===== src/rtl/cgp_check_pkg.sv =====
// Shared definitions for the exhaustive equivalence checker: FSM encoding and settle-timer width.
package cgp_check_pkg;

  localparam int TIMER_W = 8;

  typedef logic [1:0] state_t;

  localparam state_t ST_IDLE  = 2'd0;
  localparam state_t ST_WAIT  = 2'd1;
  localparam state_t ST_CHECK = 2'd2;
  localparam state_t ST_DONE  = 2'd3;

endpackage


===== src/rtl/equiv_vec_seq.sv =====
// Stimulus vector counter plus per-vector settle timer for the equivalence checker.
module equiv_vec_seq
  import cgp_check_pkg::*;
#(
  parameter int IN_W   = 2,
  parameter int SETTLE = 1
) (
  input  logic            clk,
  input  logic            rst_n,
  input  logic            load,
  input  logic            advance,
  output logic [IN_W-1:0] stim,
  output logic            last_vec,
  output logic            settle_expired
);

  localparam logic [TIMER_W-1:0] RELOAD = TIMER_W'(SETTLE - 1);

  logic [TIMER_W-1:0] timer;

  // The timer only counts down while non-zero, so it idles at zero outside WAIT.
  always_ff @(posedge clk or negedge rst_n) begin
    if (!rst_n) begin
      stim  <= '0;
      timer <= '0;
    end else if (load) begin
      stim  <= '0;
      timer <= RELOAD;
    end else if (advance) begin
      stim  <= stim + IN_W'(1);
      timer <= RELOAD;
    end else if (timer != '0) begin
      timer <= timer - TIMER_W'(1);
    end
  end

  assign last_vec       = &stim;
  assign settle_expired = (timer == '0);

endmodule


===== config.mk =====
export PLATFORM = sky130hd
export DESIGN_NAME = equiv_vec_seq
export DESIGN_NICKNAME = d
export VERILOG_FILES = /design/src/rtl/cgp_check_pkg.sv /design/src/rtl/equiv_vec_seq.sv
export SDC_FILE = /design/constraint.sdc
export NUM_CORES = 1
export LEC_CHECK = 0
export ABC_AREA = 0
export BUFFER_PORTS_ARGS = -buffer_cell sky130_fd_sc_hd__buf_2
export CAP_MARGIN = 20
export CORE_AREA = 8 8 45 47
export CTS_CLUSTER_DIAMETER = 200
export DETAILED_ROUTE_END_ITERATION = 6
export DIE_AREA = 0 0 53 55
export RECOVER_POWER = 50
export SLEW_MARGIN = 40
export SYNTH_ARGS = -nofsm -noshare
export SYNTH_HDL_FRONTEND = slang
export SYNTH_SLANG_ARGS = --single-unit

===== constraint.sdc =====
create_clock -name clk -period 2.1 [get_ports clk]
set_clock_uncertainty 0.1 [all_clocks]
set_input_delay 0.105 -clock clk [delete_from_list [all_inputs] [get_ports clk]]
set_output_delay 0.105 -clock clk [all_outputs]
set_load 0.05 [all_outputs]

==> summary.md, run 1 <==
| Metric | Value |
|---|---|
| Layout cells sized above 1 | `0.254` |
| Critical Path AT | `roughly 1.8 ns` |
| Top cells by area, synth | `dfrtp_1 45%, ha_1 6.7%, a21oi_1 5.4%` |
| Syn_nets | `65` |
| R2r endpoint | `timer[0]$_DFFE_PN0P_` |
| Ant diodes | `0` |
| CP Class | `flip-flop to primary output` |
| Total wire length | `~1.1 mm` |
| H-Tree Depth | `1` |
| # clock sinks | `10` |
| Nets | `around 80` |
| Most numerous cell in the Yosys netlist | `dfrtp_1` |
| First-pass GRT wire length | `around 1.9 mm` |
| Post-Syn Instances | `58` |
| Setup violations, final | `0` |
| M3 GR Usage | `0.0267` |
| Die ar. | `2920 um2` |
| Required time of the critical path | `1.89 ns` |
| GR peak layer | `met2` |
| Detailed Routing Iterations Pass 1 | `4` |
| Vias in the first global route | `about 460` |
| Yosys top cell area share | `0.449` |
| Startpoint Class | `flip-flop` |
| Initial antenna violation count | `0` |
| PortBufs | `7` |
| M1 GR Usage | `0.0994` |
| Routed via count | `roughly 470` |
| Rel. slew slack | `0.630` |
| CTS buffer count | `3` |
| Crit end category | `primary output` |
| Starting Density | `0.402` |
| Detail Route Antenna Nets | `0` |
| Gr usage total | `0.0892` |
| Max Cap Viol | `0` |
| DP Wirelength | `roughly 800 um` |
| Root buf cell | `clkbuf_4` |
| Slew @ Worst Pin | `~0.56 ns` |
| Synth top cells by count | `10 x dfrtp_1, 6 x a21oi_1, 4 x nor2_1, 4 x nor3_1, 4 x o21ai_1` |
| Clk Latency, worst-skew pair | `0.26 ns` |
| Reg2reg start | `timer[0]$_DFFE_PN0P_` |
| Die Span Y | `55 um` |
| Violation count after the first detailed-routing iteration | `10` |
| Clock buffer depth | `2` |
| Hold depth | `3` |
| Avg Inst Size Synth | `~9.6 um2` |
| Pin count of the biggest net entering global routing | `11` |
| Area leader, netlist | `dfrtp_1` |
| Worst reg2reg path depth | `6` |
| EDFF count, synth | `0` |
| Sequential cell area fraction in the yosys report | `0.449` |
| Part of the cycle the worst path needs | `0.961` |
| Area delta synth->final | `23.6%` |
| Synthesized area | `between 500 and 600 um2` |
| Worst R2R Setup Slack | `~0.24 ns` |
| Worst-path clk slew | `0.07 ns` |
| Async SR Flop Fraction | `1.00` |
| Synth Warn # | `0` |
| Number of synthesized register bits | `10` |
| CTS tree | `built` |
| Detailed-route wire length per cell | `about 13 um` |
| Hold EP | `stim[0]$_DFFE_PN0P_` |
| Achievable clock frequency | `roughly 500 MHz` |
| GR Overflow Total | `0` |
| Die W | `around 53 um` |
| Peak fanout along the critical path | `8` |
| Min-Delay Startpoint | `advance` |
| IO Pins | `8` |
| Core Area | `approximately 1400 um2` |
| Pins Over Slew Limit | `0` |
| Final setup TNS | `0 ns` |
| Post-synthesis cell type count | `29` |
| DRC violations left | `0` |
| Gpl congestion | `0.774` |
| Met2 Resource Use GR | `0.143` |
| Final hold violation count | `0` |
| Vias per inst | `5.41` |
| Top FF cell, synth | `dfrtp_1` |
| Outcome | `finished, final reports clean` |
| Rows | `14` |
| HP Class | `input port to flip-flop` |
| Minimum clock period | `2.02 ns` |
-- cells by family (layout without fill, tap and decap cells) --
group           Yosys count  in the layout  share of synthesized area
buf+inv                   6             19                     0.0427
compound gates           16             16                      0.169
xor+xnor                  1              1                     0.0157
mux                       1              1                     0.0180
fa+ha+maj                 3              3                     0.0674
simple gates             21             21                      0.238
flops                    10             10                      0.449
-- repair_timing --
| action | CTS | global route |
|---|---|---|
| resized for setup | 1 | 4 |
| hold endpoints to repair | 12 | 0 |
| hold buffers | 2 | 0 |
| endpoints found under the setup margin | 1 | 1 |
| setup buffers | 0 | 2 |
| gates cloned | 0 | 0 |
-- per-stage QoR --
stage	setup slack, ns	instances	utilization	area, um2	hold slack (ns)
floorplan	0.0238	58	-	557	-0.291
global placement	0.239	79	0.439	607	-0.116
detailed placement	0.205	79	0.439	607	-0.122
CTS	0.0133	85	0.482	667	0.0300
global route	-0.00919	87	0.497	688	0.0427
finish	0.0829	87	0.497	688	0.0308
-- registers in the layout, indices dropped and copies added (netlist names) --
signal / cells
stim: 2
timer: 8
-- layer usage --
layer  part of all wire  routed length, um
met5                  0                  0
met4              0.024                 27
met3              0.052                 59
met2               0.46                521
met1               0.46                516
-- layout by cell type, fill, tap and decap left out, types with 2 or more instances in the layout --
master,instances
a21oi_1,6
buf_2,5
buf_4,3
clkbuf_4,3
dfrtp_1,9
dlygate4sd3_1,2
ha_1,3
inv_1,3
nor2_1,4
nor3_1,4
o21ai_0,2
o21ai_1,4
-- layout make-up --
cell class / instances / area (um2)
multi-input cells: 42 / 287
repair buffers: 12 / 82.6
fillers: 128 / 696
clock buffers: 4 / 36.3
flip-flops and latches: 10 / 251
inverters: 3 / 11.3
well taps: 16 / 20.0
-- worst max-delay path, stage by stage, from the launching register on --
cell and delay, ns:
dfrtp_2 0.44, inv_1 0.11, ha_1 0.17, or4b_4 0.52, nor2_1 0.14, buf_6 0.17
-- worst max path at each step --
stage | depth (start not counted) | endpoint | start | slack, ns
floorplan | 5 | settle_expired | timer[0]$_DFFE_PN0P_ | 0.02
global placement | 5 | settle_expired | timer[0]$_DFFE_PN0P_ | 0.24
detailed placement | 5 | settle_expired | timer[0]$_DFFE_PN0P_ | 0.21
CTS | 5 | settle_expired | timer[0]$_DFFE_PN0P_ | 0.01
global route | 5 | settle_expired | timer[1]$_DFFE_PN0P_ | -0.009
finish | 5 | settle_expired | timer[0]$_DFFE_PN0P_ | 0.08
Power of run 1 is left out: the tool's default activity adds up to more than one toggle a clock period on the data nets, which glitch-free logic cannot reach.
==> inputs of run 2 (changes only) <==
- clock period: 2.1 -> 2 ns (I/O delays scaled with it)
==> summary.md, run 2 (synthesis results as in run 1) <==
| Metric | Value |
|---|---|
| Slew @ Worst Pin | `0.594 ns (+0.0385 ns)` |
| CP peak stage delay | `0.52 ns (about the same)` |
| First-pass GRT wire length | `1.98 mm (+4.0%)` |
| Crit end category | `primary output` |
| Pin count of the biggest net entering global routing | `11 (unchanged)` |
| Fill cell count | `127 (-0.78%)` |
| Gpl congestion | `0.809 (+4.6%)` |
| Ant diodes | `0 (unchanged)` |
| Core Area | `1380 um2 (unchanged)` |
| Clk Latency, worst-skew pair | `0.27 ns (about the same)` |
| Max Cap Viol | `0 (unchanged)` |
| Gr usage total | `0.0942 (+0.00496)` |
| CTS tree | `built` |
| # clock sinks | `10 (unchanged)` |
| Reg2reg start | `timer[1]$_DFFE_PN0P_` |
| Die ar. | `2920 um2 (unchanged)` |
| Final hold violation count | `0 (unchanged)` |
| PortBufs | `7 (unchanged)` |
| Critical Path AT | `1.71 ns (-0.10 ns)` |
| Layout cells sized above 1 | `0.274 (+0.0205)` |
| HP Class | `input port to flip-flop` |
| Worst Hold Slack | `0.0240 ns (-0.00681 ns)` |
| Vias in the first global route | `474 (+3.9%)` |
| Die W | `53 um (unchanged)` |
| Initial antenna violation count | `0 (unchanged)` |
| Pins Over Slew Limit | `0 (unchanged)` |
| Clock buffer depth | `2 (unchanged)` |
| GR Overflow Total | `0 (unchanged)` |
| Final setup TNS | `0 ns (unchanged)` |
| Starting Density | `0.402 (unchanged)` |
| Setup crit start | `timer[1]$_DFFE_PN0P_` |
| DRC violations left | `0 (unchanged)` |
| Rows | `14 (unchanged)` |
| IO Pins | `8 (unchanged)` |
| Pre-CTS setup slack | `0.122 ns (-0.0834 ns)` |
| Max FFs per register | `8 (unchanged)` |
| Minimum clock period | `1.91 ns` |
| Biggest regs | `timer x8, stim x2` |
| Violation count after the first detailed-routing iteration | `4 (-6)` |
| Area delta synth->final | `26.5%` |
| Part of the cycle the worst path needs | `0.956` |
| Most used cells in the layout excluding fill and tap cells | `9 x dfrtp_1, 6 x a21oi_1, 5 x buf_4` |
| Outcome | `finished, final reports clean` |
| Required time of the critical path | `1.80 ns (-0.09 ns)` |
| Die Span Y | `55 um (unchanged)` |
| H-Tree Depth | `1 (unchanged)` |
| Peak fanout along the critical path | `7 (-1)` |
| RSZ-0062 raised after global routing | `no` |
| Detailed-route wire length per cell | `13.5 um (+4.6%)` |
| Routed via count | `479 (+1.7%)` |
| Slowest cell on crit path | `or4b_4` |
| Total wire length | `1.20 mm (+7.0%)` |
| Root buf cell | `clkbuf_4` |
| Largest reg by FF count | `timer` |
| Final worst setup slack | `0.0875 ns (+0.00460 ns)` |
| Setup violations, final | `0 (unchanged)` |
| DP Wirelength | `842 um (+6.5%)` |
| CP Class | `flip-flop to primary output` |
| Startpoint Class | `flip-flop` |
| Vias per inst | `5.38 (-0.59%)` |
| Detail Route Antenna Nets | `0 (unchanged)` |
| Nets | `81 (+2.5%)` |
| CTS buffer count | `3 (unchanged)` |
| Achievable clock frequency | `523 MHz` |
| Crit path cell chain | `inv_1, ha_1, or4b_4, nor2_2, buf_6` |
| Worst-path clk slew | `0.07 ns (about the same)` |
| Detailed Routing Iterations Pass 1 | `3 (-1)` |
| Rel. slew slack | `0.606 (-0.0240)` |
| Commonest non-fill, non-tap cell in the layout | `dfrtp_1` |
| Min-Delay Startpoint | `advance` |
## run 2: cell count changes in the layout (fill, tap and decap cells not counted)
cell,delta
clkbuf_1,+1
nor2_1,-1
buf_2,-1
buf_4,+2
nor2_2,+1
## run 2: worst max-delay path: cells and delay by family, from the launching register on
kind / cells / cell delay (ns)
and+or+nand+nor: 2 / 0.64
DFF: 1 / 0.41
buffers and inverters: 2 / 0.24
adders and majority gates: 1 / 0.16
## run 2: layout make-up
type	count	area [um2]	share of cell area
multi-input cells	42	289	0.410
clock buffers	4	36.3	0.0515
inverters	3	11.3	0.0160
repair buffers	14	96.3	0.137
well taps	16	20.0	0.0284
flip-flops and latches	10	251	0.357
## run 2: final timing paths
kind | depth (start not counted) | slack [ns] | endpoint
hold reg to reg | 2 | 0.47 | stim[0]$_DFFE_PN0P_
hold / removal | 3 | 0.02 | stim[0]$_DFFE_PN0P_
setup / recovery | 5 | 0.09 | settle_expired
setup reg to reg | 4 | 0.15 | timer[7]$_DFFE_PN0P_
max in group asynchronous | 2 | 1.20 | timer[1]$_DFFE_PN0P_
min in group asynchronous | 2 | 0.21 | timer[2]$_DFFE_PN0P_
## run 2: metal layers
layer	part of all wire	up-vias	global-route usage
li1	-	239	-
met1	0.40	230	0.0947
met2	0.52	8	0.152
met3	0.061	2	0.0615
met4	0.013	0	0.0388
met5	0	-	0
## run 2: repair_timing
item                                    4_1_cts  5_1_grt
setup buffers                                 0        3
hold endpoints to repair                     12        0
endpoints found under the setup margin        1        1
resized for setup                             2        2
hold buffers                                  2        0
## run 2: per-stage QoR
step,cell area [um2],util,cells
final,704,0.509,89
after global routing,704,0.509,89
after CTS,679,0.491,86
after detailed placement,617,0.446,80
after global placement,617,0.446,80
after floorplan,559,-,58
Power of run 2 is left out for the same reason.
